$ cat config.mk
export PLATFORM = sky130hd
export DESIGN_NAME = sd_block_responder
export DESIGN_NICKNAME = d
export VERILOG_FILES = /design/src/rtl/sd_block_responder.sv
export SDC_FILE = /design/constraint.sdc
export NUM_CORES = 1
export LEC_CHECK = 0
export BUFFER_PORTS_ARGS = -buffer_cell sky130_fd_sc_hd__clkbuf_2
export CAP_MARGIN = 40
export CORE_MARGIN = 2
export CORE_UTILIZATION = 50
export CTS_BUF_LIST = sky130_fd_sc_hd__clkbuf_4 sky130_fd_sc_hd__clkbuf_8
export DETAILED_ROUTE_END_ITERATION = 10
export PLACE_DENSITY = 0.77
export SYNTH_ARGS = -nofsm -noshare
export SYNTH_HDL_FRONTEND = slang
export SYNTH_SLANG_ARGS = --single-unit
$ cat constraint.sdc
create_clock -name clk_sys_i -period 2.6 [get_ports clk_sys_i]
set_input_delay 0.52 -clock clk_sys_i [delete_from_list [all_inputs] [get_ports clk_sys_i]]
set_output_delay 0.52 -clock clk_sys_i [all_outputs]
set_load 0.01 [all_outputs]
$ cat src/rtl/sd_block_responder.sv
// sd_block_responder
//   Target side of the sd_* block protocol. It serves 512-byte block read and write requests
//   from an initiator against a byte-wide backing memory with a request/ack handshake.
//
// Ports
//   clk_sys_i        system clock
//   reset_i          synchronous, active-high reset; aborts any transfer at once
//   sd_lba_i         block address, sampled when a request is accepted
//   sd_rd_i/sd_wr_i  read/write request levels (read wins if both are high)
//   sd_ack_o         high while the byte transfer runs
//   sd_buff_addr_o   byte index within the block
//   sd_buff_dout_o   read data to the initiator buffer, valid with sd_buff_wr_o
//   sd_buff_wr_o     1-cycle read-data strobe
//   sd_buff_din_i    write data from the initiator, valid 2 cycles after sd_buff_addr_o changes
//   mem_addr_o       {lba, byte} into the backing image
//   mem_rd_o/mem_wr_o 1-cycle memory strobes
//   mem_wdata_o      write data, valid with mem_wr_o
//   mem_rdata_i      read data, valid with mem_ack_i
//   mem_ack_i        1-cycle completion of the outstanding memory access
//   busy_o           high whenever the FSM is not idle
//   lba_err_o        1-cycle pulse on accept of an out-of-range block address
module sd_block_responder #(
  parameter int unsigned LBA_BITS  = 6,
  parameter int unsigned ACK_DELAY = 4
) (
  input  logic                  clk_sys_i,
  input  logic                  reset_i,
  input  logic [31:0]           sd_lba_i,
  input  logic                  sd_rd_i,
  input  logic                  sd_wr_i,
  output logic                  sd_ack_o,
  output logic [8:0]            sd_buff_addr_o,
  output logic [7:0]            sd_buff_dout_o,
  output logic                  sd_buff_wr_o,
  input  logic [7:0]            sd_buff_din_i,
  output logic [LBA_BITS+8:0]   mem_addr_o,
  output logic                  mem_rd_o,
  output logic                  mem_wr_o,
  output logic [7:0]            mem_wdata_o,
  input  logic [7:0]            mem_rdata_i,
  input  logic                  mem_ack_i,
  output logic                  busy_o,
  output logic                  lba_err_o
);

  localparam logic [3:0] AckLast    = 4'(ACK_DELAY - 1);
  // Cycles spent in StWrSample before capture: the initiator's buffer needs 2 cycles after
  // the address change, so the capture happens on the third edge.
  localparam logic [3:0] SampleLast = 4'd2;

  typedef enum logic [2:0] {
    StIdle,
    StDelay,
    StRdIssue,
    StRdWait,
    StWrAddr,
    StWrSample,
    StWrWait,
    StDone
  } state_e;

  state_e                state_q;
  logic [8:0]            cnt_q;
  logic [3:0]            wait_q;
  logic [LBA_BITS-1:0]   lba_q;
  logic                  oor_q;
  logic                  is_rd_q;
  logic                  sd_ack_q;
  logic [8:0]            sd_buff_addr_q;
  logic [7:0]            sd_buff_dout_q;
  logic                  sd_buff_wr_q;
  logic [LBA_BITS+8:0]   mem_addr_q;
  logic                  mem_rd_q;
  logic                  mem_wr_q;
  logic [7:0]            mem_wdata_q;
  logic                  lba_err_q;

  logic                  lba_oor_d;
  logic                  cnt_last_d;

  always_comb begin
    lba_oor_d  = (sd_lba_i >> LBA_BITS) != 32'd0;
    cnt_last_d = (cnt_q == 9'd511);
  end

  always_ff @(posedge clk_sys_i) begin
    if (reset_i) begin
      state_q        <= StIdle;
      cnt_q          <= '0;
      wait_q         <= '0;
      lba_q          <= '0;
      oor_q          <= 1'b0;
      is_rd_q        <= 1'b0;
      sd_ack_q       <= 1'b0;
      sd_buff_addr_q <= '0;
      sd_buff_dout_q <= '0;
      sd_buff_wr_q   <= 1'b0;
      mem_addr_q     <= '0;
      mem_rd_q       <= 1'b0;
      mem_wr_q       <= 1'b0;
      mem_wdata_q    <= '0;
      lba_err_q      <= 1'b0;
    end else begin
      // Strobes are single-cycle unless a state re-asserts them.
      mem_rd_q     <= 1'b0;
      mem_wr_q     <= 1'b0;
      sd_buff_wr_q <= 1'b0;
      lba_err_q    <= 1'b0;

      unique case (state_q)
        StIdle: begin
          if (sd_rd_i || sd_wr_i) begin
            is_rd_q   <= sd_rd_i;
            lba_q     <= sd_lba_i[LBA_BITS-1:0];
            oor_q     <= lba_oor_d;
            lba_err_q <= lba_oor_d;
            cnt_q     <= '0;
            wait_q    <= '0;
            state_q   <= StDelay;
          end
        end

        StDelay: begin
          if (wait_q == AckLast) begin
            sd_ack_q <= 1'b1;
            state_q  <= is_rd_q ? StRdIssue : StWrAddr;
          end else begin
            wait_q <= wait_q + 4'd1;
          end
        end

        StRdIssue: begin
          mem_addr_q <= {lba_q, cnt_q};
          mem_rd_q   <= !oor_q;
          state_q    <= StRdWait;
        end

        StRdWait: begin
          // Out-of-range blocks never touch memory; the byte completes immediately as 8'hFF.
          if (mem_ack_i || oor_q) begin
            sd_buff_addr_q <= cnt_q;
            sd_buff_dout_q <= oor_q ? 8'hFF : mem_rdata_i;
            sd_buff_wr_q   <= 1'b1;
            cnt_q          <= cnt_q + 9'd1;
            if (cnt_last_d) begin
              sd_ack_q <= 1'b0;
              state_q  <= StDone;
            end else begin
              state_q <= StRdIssue;
            end
          end
        end

        StWrAddr: begin
          sd_buff_addr_q <= cnt_q;
          wait_q         <= '0;
          state_q        <= StWrSample;
        end

        StWrSample: begin
          if (wait_q == SampleLast) begin
            mem_addr_q  <= {lba_q, cnt_q};
            mem_wdata_q <= sd_buff_din_i;
            mem_wr_q    <= !oor_q;
            state_q     <= StWrWait;
          end else begin
            wait_q <= wait_q + 4'd1;
          end
        end

        StWrWait: begin
          if (mem_ack_i || oor_q) begin
            cnt_q <= cnt_q + 9'd1;
            if (cnt_last_d) begin
              sd_ack_q <= 1'b0;
              state_q  <= StDone;
            end else begin
              state_q <= StWrAddr;
            end
          end
        end

        StDone: begin
          state_q <= StIdle;
        end

        default: begin
          state_q <= StIdle;
        end
      endcase
    end
  end

  always_comb begin
    sd_ack_o       = sd_ack_q;
    sd_buff_addr_o = sd_buff_addr_q;
    sd_buff_dout_o = sd_buff_dout_q;
    sd_buff_wr_o   = sd_buff_wr_q;
    mem_addr_o     = mem_addr_q;
    mem_rd_o       = mem_rd_q;
    mem_wr_o       = mem_wr_q;
    mem_wdata_o    = mem_wdata_q;
    busy_o         = (state_q != StIdle);
    lba_err_o      = lba_err_q;
  end

endmodule

==> impl_metrics.ini <==
[worst_setup_path]
cp_data_arrival_time_ns = 1.59
critPathCaptureType = output pin
r2r_cells = 8
crit_start = state_q[1]
rrSetupSlack_ns = 0.55
start_kind = register
crit_end = busy_o
cp_data_required_time_ns = 2.08
crit_fanout = 12
regToRegStartpoint = cnt_q[0]
path_class = reg -> out
r2r_end = state_q[2]

[placement]
routabilityCongestion = 0.873
dp.cells = 499
io_buffer_count = 98
hpwl_mm = 4.91
dp_slack_ns = 0.565

[drt]
num_vias = 2716
avgViaCountPerCell = 5.27
drt_wl_total_mm = 6.65
ant_nets = 0
drcViolationCount = 0
wl_per_cell_um = 12.9
dr.first_iter.drc_count = 131
dr.pass1.iters = 4

[synthesis]
ys_seq_area_share_pct = 46.6
syn_avg_cell_area_um2 = 8.77
synthDominantCellAreaShare_pct = 46.6
synth-edff-count = 0
ys_ff_latch = 69
syn_inst = 338
synth_fp_nets = 395
ys.flop_type = dfxtp_1
synth_top_cell_by_area = dfxtp_1
yosys_warnings = 0
yosys-top-cells-area = dfxtp_1, mux2i_1, nor2_1
async_reset_ff_share_pct = 0
syn_area_um2 = 2970
synth.distinct_cells = 46

[cells_and_area]
regArea_um2 = 1380
multi_input_area_um2 = 1490
area_growth_pct = 26.9
n_fill_cell = 515
fin_util_pct = 64.7
nets = 492
finalNonFillerCells = 515
drive_gt1_share_pct = 30.0
diodes = 0

[timing]
worst_slew_pin_slew_ns = 0.612
rsz0062_at_grt = no
slew_violations = 0
fmax_mhz = 474
slew_headroom_pct = 59.2
clock_skew_ns = 0.00662
setup_slack_ns = 0.492
final.setup.tns_ns = 0
period_minus_slack_ns = 2.11
timing_hold_violations_final = 0
fin_crit_sh_pct = 81.1
setup_violations = 0

[clocking]
cts-resized-gates = 0
clockBufferDepth = 2
clk_latency_ns = 0.34
hold_buffers = 0
cts_sinks = 69
numCtsBuffers = 9
cts_tree = done
cts-root-buf = clkbuf_8
cts_setup_buffers = 0
clkTransAtPathRegs_ns = 0.08
htreeDepth = 3

[grt]
grt_pass1_wl_mm = 10.9
antenna_found_initial = 0
grt_start_max_net_pins = 36
overflow = 0
first_global_vias = 2495
grt_util_all_layers_pct = 21.2

[outcome]
status = finished, final reports clean

[floorplan]
die_w_um = 81.0
start_util_pct = 51.0
coreArea_um2 = 5820
num_rows = 28
die_area_um2 = 6560
fp.dieH_um = 81.0
io_pins = 99

[min_path]
hold_path.class = in -> reg

[power_and_ir_drop]
power_mw = 2.84
p_leak_nw = 1.70
power_density_nw_per_um2 = 754
ir_worst_vdd_v = 0.000459

[flow_run]
maxCapViolCount = 0
-- synthesized netlist by cell type (all sizes together) (3+ instances only) --
cell,number
nand3,4
ha,4
o21ai,14
a21oi,31
inv,5
buf,7
a211oi,15
o21a,4
a22oi,3
nand2b,5
nor3,5
nand2,43
and2,5
nor2,55
nor4,8
clkbuf,11
mux2i,24
dfxtp,69
-- layout make-up --
type / instances / area share, %
Clock inverter: 7 / 2.63
Clock buffer: 9 / 3.29
Inverter: 5 / 0.499
Timing Repair Buffer: 104 / 14.9
Tap cell: 75 / 2.49
Sequential cell: 69 / 36.7
Multi-Input combinational cell: 246 / 39.5
-- power breakdown --
group | switching, mW | total (mW) | leakage [nW] | internal, mW
Clock | 0.409 | 0.954 | 0.110 | 0.544
Sequential | 0.113 | 1.24 | 0.558 | 1.13
Combinational | 0.380 | 0.645 | 1.03 | 0.265
Total | 0.902 | 2.84 | 1.70 | 1.94
-- cells in the final DEF (no fill, tap or decap), types with 2 or more instances in the layout --
master     instances
clkbuf_2          98
dfxtp_1           69
nor2_1            54
nand2_1           43
a21oi_1           31
mux2i_1           24
a211oi_1          14
o21ai_0           11
clkbuf_8           9
nor4_1             8
inv_1              5
and2_1             5
nand2b_1           5
nand3_1            4
o21a_1             4
ha_1               4
buf_4              4
nor3_1             3
o21ai_1            3
nor3_2             2
a22oi_1            2
o31ai_1            2
o31a_1             2
a41oi_1            2
a311oi_1           2
bufinv_16          2
clkinv_4           2
buf_12             2
-- worst min-delay path by stage --
stage / startpoint / endpoint / cells past startpoint
floorplan: lba_q[0] / lba_q[0] / 2
global placement: mem_wdata_o[1] / mem_wdata_o[1] / 2
detailed placement: mem_wdata_o[7] / mem_wdata_o[7] / 2
CTS: sd_lba_i[4] / lba_q[4] / 3
global route: sd_lba_i[0] / lba_q[0] / 3
finish: sd_lba_i[4] / lba_q[4] / 3
-- metal layers --
metal  global-route usage [%]  share of wire (%)  wire (um)
met5                        0                  0          0
met4                     8.81                1.4         91
met3                     5.11                4.8        316
met2                     35.1                 48       3200
met1                     26.4                 46       3050
-- per-stage QoR --
stage,hold WS (ns),instance area [um2]
finish,0.400,3760
global route,0.387,3760
detailed placement,0.446,3540
floorplan,0.436,2970
CTS,0.389,3760
global placement,0.442,3520
-- sequential cells by signal, indices dropped and copies added, names as in the netlist --
name and flops:
sd_buff_wr_o 1, sd_ack_o 1, sd_buff_addr_o 9, oor_q 1, wait_q 4, lba_err_o 1
sd_buff_dout_o 8, mem_wr_o 1, cnt_q 9, is_rd_q 1, state_q 3, mem_wdata_o 8
mem_addr_o 15, mem_rd_o 1, lba_q 6
-- logic make-up after synthesis --
family	Yosys count	synth area share (%)
compound gates	80	17.6
xor+xnor	1	0.549
fa+ha+maj	4	1.69
buf+inv	23	3.54
flops	69	46.6
mux	24	8.10
simple gates	137	21.9
-- worst max-delay path, cell delays in order, from the launching register on --
cell,delay [ns]
dfxtp_1,0.43
buf_4,0.23
nor3_2,0.32
inv_1,0.12
clkbuf_2,0.15
No activity file was read; power rests on OpenSTA's default activity.
